File: config.mk
export PLATFORM = sky130hd
export DESIGN_NAME = exe_result_queue
export DESIGN_NICKNAME = d
export VERILOG_FILES = /design/src/rtl/exe_result_queue.sv
export SDC_FILE = /design/constraint.sdc
export NUM_CORES = 1
export LEC_CHECK = 0
export BUFFER_PORTS_ARGS = -buffer_cell sky130_fd_sc_hd__buf_4
export CORE_MARGIN = 2
export CORE_UTILIZATION = 39
export DETAILED_ROUTE_END_ITERATION = 6
export HOLD_SLACK_MARGIN = 0.03
export PLACE_DENSITY = 0.57
export SLEW_MARGIN = 0
export SYNTH_ARGS = -nofsm -noshare
export SYNTH_HDL_FRONTEND = slang
export SYNTH_SLANG_ARGS = --single-unit
File: constraint.sdc
create_clock -name i_clk -period 2.2 [get_ports i_clk]
set_input_delay 0.11 -clock i_clk [delete_from_list [all_inputs] [get_ports i_clk]]
set_output_delay 0.11 -clock i_clk [all_outputs]
set_load 0.05 [all_outputs]
File: src/rtl/exe_result_queue.sv
// Show-ahead result/status FIFO behind the execution unit. Words that arrive
// while the FIFO is full are dropped and flagged. Sticky status and error count.
module exe_result_queue #(
  parameter int m     = 4,
  parameter int n     = 2,
  parameter int DEPTH = 4,
  parameter int CW    = 8
) (
  input  logic                       i_clk,
  input  logic                       i_rsn,
  input  logic                       i_valid,
  input  logic [n-1:0]               i_oper,
  input  logic [m-1:0]               i_result,
  input  logic [3:0]                 i_status,
  input  logic                       i_ready,
  input  logic                       i_clr,
  output logic                       o_valid,
  output logic [n-1:0]               o_oper,
  output logic [m-1:0]               o_result,
  output logic [3:0]                 o_status,
  output logic [$clog2(DEPTH+1)-1:0] o_count,
  output logic                       o_full,
  output logic                       o_overflow,
  output logic [3:0]                 o_status_sticky,
  output logic [CW-1:0]              o_err_cnt
);
  localparam int AW   = (DEPTH > 1) ? $clog2(DEPTH) : 1;
  localparam int CNTW = $clog2(DEPTH+1);
  localparam int WW   = n + m + 4;
  localparam logic [CNTW-1:0] FULL_CNT = CNTW'(DEPTH);
  localparam logic [CNTW-1:0] ONE_CNT  = CNTW'(1);
  localparam logic [AW-1:0]   ONE_PTR  = AW'(1);
  localparam logic [CW-1:0]   ERR_MAX  = {CW{1'b1}};
  localparam logic [CW-1:0]   ONE_ERR  = CW'(1);

  logic [WW-1:0]   mem_r [DEPTH];
  logic [AW-1:0]   wr_ptr_r;
  logic [AW-1:0]   rd_ptr_r;
  logic [CNTW-1:0] count_r;
  logic            overflow_r;
  logic [3:0]      sticky_r;
  logic [CW-1:0]   err_cnt_r;
  logic            valid_s;
  logic            full_s;
  logic            push_s;
  logic            pop_s;
  logic            drop_s;
  logic [WW-1:0]   head_s;

  assign valid_s = (count_r != {CNTW{1'b0}});
  assign full_s  = (count_r == FULL_CNT);
  assign pop_s   = valid_s & i_ready;
  // A pop in the same cycle frees the slot, so a full queue still accepts.
  assign push_s  = i_valid & (~full_s | pop_s);
  assign drop_s  = i_valid & full_s & ~pop_s;

  // Occupancy count and read/write pointers.
  always_ff @(posedge i_clk or posedge i_rsn) begin
    if (i_rsn) begin
      count_r  <= {CNTW{1'b0}};
      wr_ptr_r <= {AW{1'b0}};
      rd_ptr_r <= {AW{1'b0}};
    end else begin
      if (push_s) wr_ptr_r <= wr_ptr_r + ONE_PTR;
      if (pop_s)  rd_ptr_r <= rd_ptr_r + ONE_PTR;
      case ({push_s, pop_s})
        2'b10:   count_r <= count_r + ONE_CNT;
        2'b01:   count_r <= count_r - ONE_CNT;
        default: count_r <= count_r;
      endcase
    end
  end

  // Entry storage; contents are don't-care until written.
  always_ff @(posedge i_clk) begin
    if (push_s) mem_r[wr_ptr_r] <= {i_oper, i_result, i_status};
  end

  // Overflow flag, sticky status and saturating error count; clear wins.
  always_ff @(posedge i_clk or posedge i_rsn) begin
    if (i_rsn) begin
      overflow_r <= 1'b0;
      sticky_r   <= 4'h0;
      err_cnt_r  <= {CW{1'b0}};
    end else if (i_clr) begin
      overflow_r <= 1'b0;
      sticky_r   <= 4'h0;
      err_cnt_r  <= {CW{1'b0}};
    end else begin
      if (drop_s) overflow_r <= 1'b1;
      if (push_s) begin
        sticky_r <= sticky_r | i_status;
        if ((i_status != 4'h0) && (err_cnt_r != ERR_MAX)) err_cnt_r <= err_cnt_r + ONE_ERR;
      end
    end
  end

  // Head word, forced to zero while the queue is empty.
  always_comb begin
    head_s = {WW{1'b0}};
    if (valid_s) begin
      head_s = mem_r[rd_ptr_r];
    end else begin
      head_s = {WW{1'b0}};
    end
  end

  assign {o_oper, o_result, o_status} = head_s;
  assign o_valid         = valid_s;
  assign o_full          = full_s;
  assign o_count         = count_r;
  assign o_overflow      = overflow_r;
  assign o_status_sticky = sticky_r;
  assign o_err_cnt       = err_cnt_r;
endmodule

==> impl_metrics.yaml <==
cts:
  cts_resized: 0
  cts_setup_buffers: 0
  path_clk_slew_ns: 0.07
  cts_root_buffer: "clkbuf_8"
  cts_buffers: 9
  cts_tree: "yes"
  clock_latency_ns: 0.33
  cts_buffer_depth: 2
  htree_levels: 3
  numClockSinks: 60
  ctsHoldBuffers: 11
grt:
  grt_max_degree: 21
  grt_pass1_wl_mm: 8.50
  grt_antenna_before_repair: 0
  grt_pass1_vias: 1646
  grt_overflow: 0
  grt_usage_pct: 15.3
synthesis:
  synth.net_count: 202
  yosys_warnings: 0
  synth_flop_cell: "edfxtp_1"
  async_reset_ff_share_pct: 33.3
  synthesis.area_um2: 2670
  synth.cells.most_frequent: "edfxtp_1 (40), dfrtp_1 (20), nor2_1 (12), and2_1 (11)"
  yosysMostFrequentCell: "edfxtp_1"
  synth_edf_count: 40
  synth_area_leader_cell: "edfxtp_1"
  synth_cell_types: 43
  syn_inst: 181
  seq_area_frac_synth_pct: 63.8
  synth_top_area_share_pct: 45.0
  synth-seq-cells: 60
  synth.avg_cell_area_um2: 14.7
  synthTopCellsByArea: "edfxtp_1 (45%), dfrtp_1 (19%), mux4_2 (8.4%)"
sta:
  fin_tns_setup_ns: 0
  post-route-period-util_pct: 86.7
  hold_slack_ns: 0.0569
  relSlewSlack_pct: 44.7
  skew_ns: 0.00889
  worst_pin_slew_ns: 0.829
  hold_viol_final: 0
  setup_viol: 0
  drv_slew: 0
  fmax_mhz: 524
  fin_crit_ns: 1.91
  rsz0062_at_grt: "no"
floorplanning:
  die_h_um: 86.7
  dieArea_um2: 7520
  die_w_um: 86.7
  num_rows: 30
  coreArea_um2: 6720
  ios: 43
  start_util_pct: 39.7
place:
  gp_congestion: 0.769
  dpl.cell_count: 299
  numPortBuffers: 42
  hpwlAfterDp_mm: 3.40
detailed_routing:
  first_iter_violations: 100
  wl_met3_um: 230
  highest_layer: "met4"
  wl_mm: 5.38
  ant_nets: 0
  wl_per_cell_um: 16.6
  met1_length_mm: 2.44
  drc_errors: 0
  dr_wl_met2_mm: 2.64
  vias: 1664
  viasPerCell: 5.12
  dr.pass1.iters: 4
worst_setup_path:
  crit_chain: "buf_4, mux4_2, and2_1, buf_4"
  endpoint_kind: "primary output"
  r2r_slack_ns: 0.31
  max_stage_delay_ns: 0.52
  required_ns: 2.09
  crit_path_start_kind: "flip-flop"
  cp_max_fo: 12
  crit_top_cell: "buf_4"
  critPathKind: "flip-flop to primary output"
  worstPathArrival_ns: 1.80
  cp_slowest_cell: "mux4_2"
power_and_ir_drop:
  ir_drop_uv: 412
  power_density_nw_per_um2: 1340
  p_leak_nw: 1.34
final_layout:
  fin_cells: 325
  utilization_pct: 50.0
  area_delta_synth_final_pct: 25.8
  layout-drive-gt1-share_pct: 33.5
  nets: 262
  diodes: 0
hold_path:
  worst_hold_path_type: "input port to flip-flop"
status:
  status: "finished, final reports clean"
job:
  max-cap-violations: 0
==> where the power goes <==
group / total (mW) / switching, mW / internal, mW
Sequential: 1.61 / 0.157 / 1.45
Combinational: 1.95 / 1.22 / 0.733
Clock: 0.922 / 0.415 / 0.506
Total: 4.48 / 1.79 / 2.69
==> state kept, by name, indices dropped and copies added (netlist names) <==
name and cells:
mem_r 40, o_count 3, o_err_cnt 8, o_overflow 1, o_status_sticky 4, rd_ptr_r 2, wr_ptr_r 2
==> logic make-up after synthesis <==
group,share of synthesized area [%]
flops,63.8
buf+inv,2.63
xor+xnor,1.64
fa+ha+maj,3.10
mux,9.66
compound gates,5.96
simple gates,13.2
==> metrics by stage <==
step / setup WS [ns] / area [um^2] / total power, mW
after floorplan: 0.0332 / 2690 / 3.05
after global placement: 0.341 / 3070 / 3.57
after detailed placement: 0.328 / 3070 / 3.60
after CTS: 0.252 / 3360 / 4.54
after global routing: 0.193 / 3360 / 4.72
final: 0.292 / 3360 / 4.48
==> critical path: cells and delay by family (launching register included) <==
| kind | cells | cell delay (ns) |
|---|---|---|
| and+or+nand+nor | 1 | 0.18 |
| DFF | 1 | 0.32 |
| muxes | 1 | 0.52 |
| buffers and inverters | 2 | 0.44 |
==> final cells by class <==
| type | instances | area [um^2] |
|---|---|---|
| fill | 596 | 3360 |
| multi-input combinational | 107 | 901 |
| sequential | 60 | 1710 |
| inverter | 8 | 30.0 |
| tap | 80 | 100 |
| clock buffer | 9 | 124 |
| clock inverter | 6 | 56.3 |
| timing repair buffer | 55 | 440 |
==> cells in the final DEF (no fill, tap or decap), drive strengths merged, types with 6 or more instances in the layout <==
| master | count |
|---|---|
| and2 | 12 |
| nor2 | 12 |
| dlygate4sd3 | 11 |
| dfrtp | 20 |
| buf | 44 |
| inv | 8 |
| and3 | 8 |
| a21oi | 10 |
| mux4 | 10 |
| clkbuf | 9 |
| edfxtp | 40 |
| nand2 | 6 |
==> per-layer routing <==
layer | track usage (%) | up-vias
li1 | - | 806
met1 | 19.8 | 807
met2 | 24.7 | 44
met3 | 3.52 | 7
met4 | 6.82 | 0
met5 | 0 | -
==> final timing paths <==
path / from / end / cells past startpoint
worst min register to register: o_overflow$_DFFE_PP0P_ / o_overflow$_DFFE_PP0P_ / 2
worst min-delay path: i_clr / o_err_cnt[3]$_DFFE_PP0P_ / 2
worst max-delay path: rd_ptr_r[0]$_DFFE_PP0N_ / o_status[1] / 4
max in group asynchronous: i_rsn / o_count[0]$_DFFE_PP0P_ / 3
worst max register to register: o_count[1]$_DFFE_PP0P_ / o_count[1]$_DFFE_PP0P_ / 6
min in group asynchronous: i_rsn / o_count[1]$_DFFE_PP0P_ / 3
(Power assumes the default switching activity.)
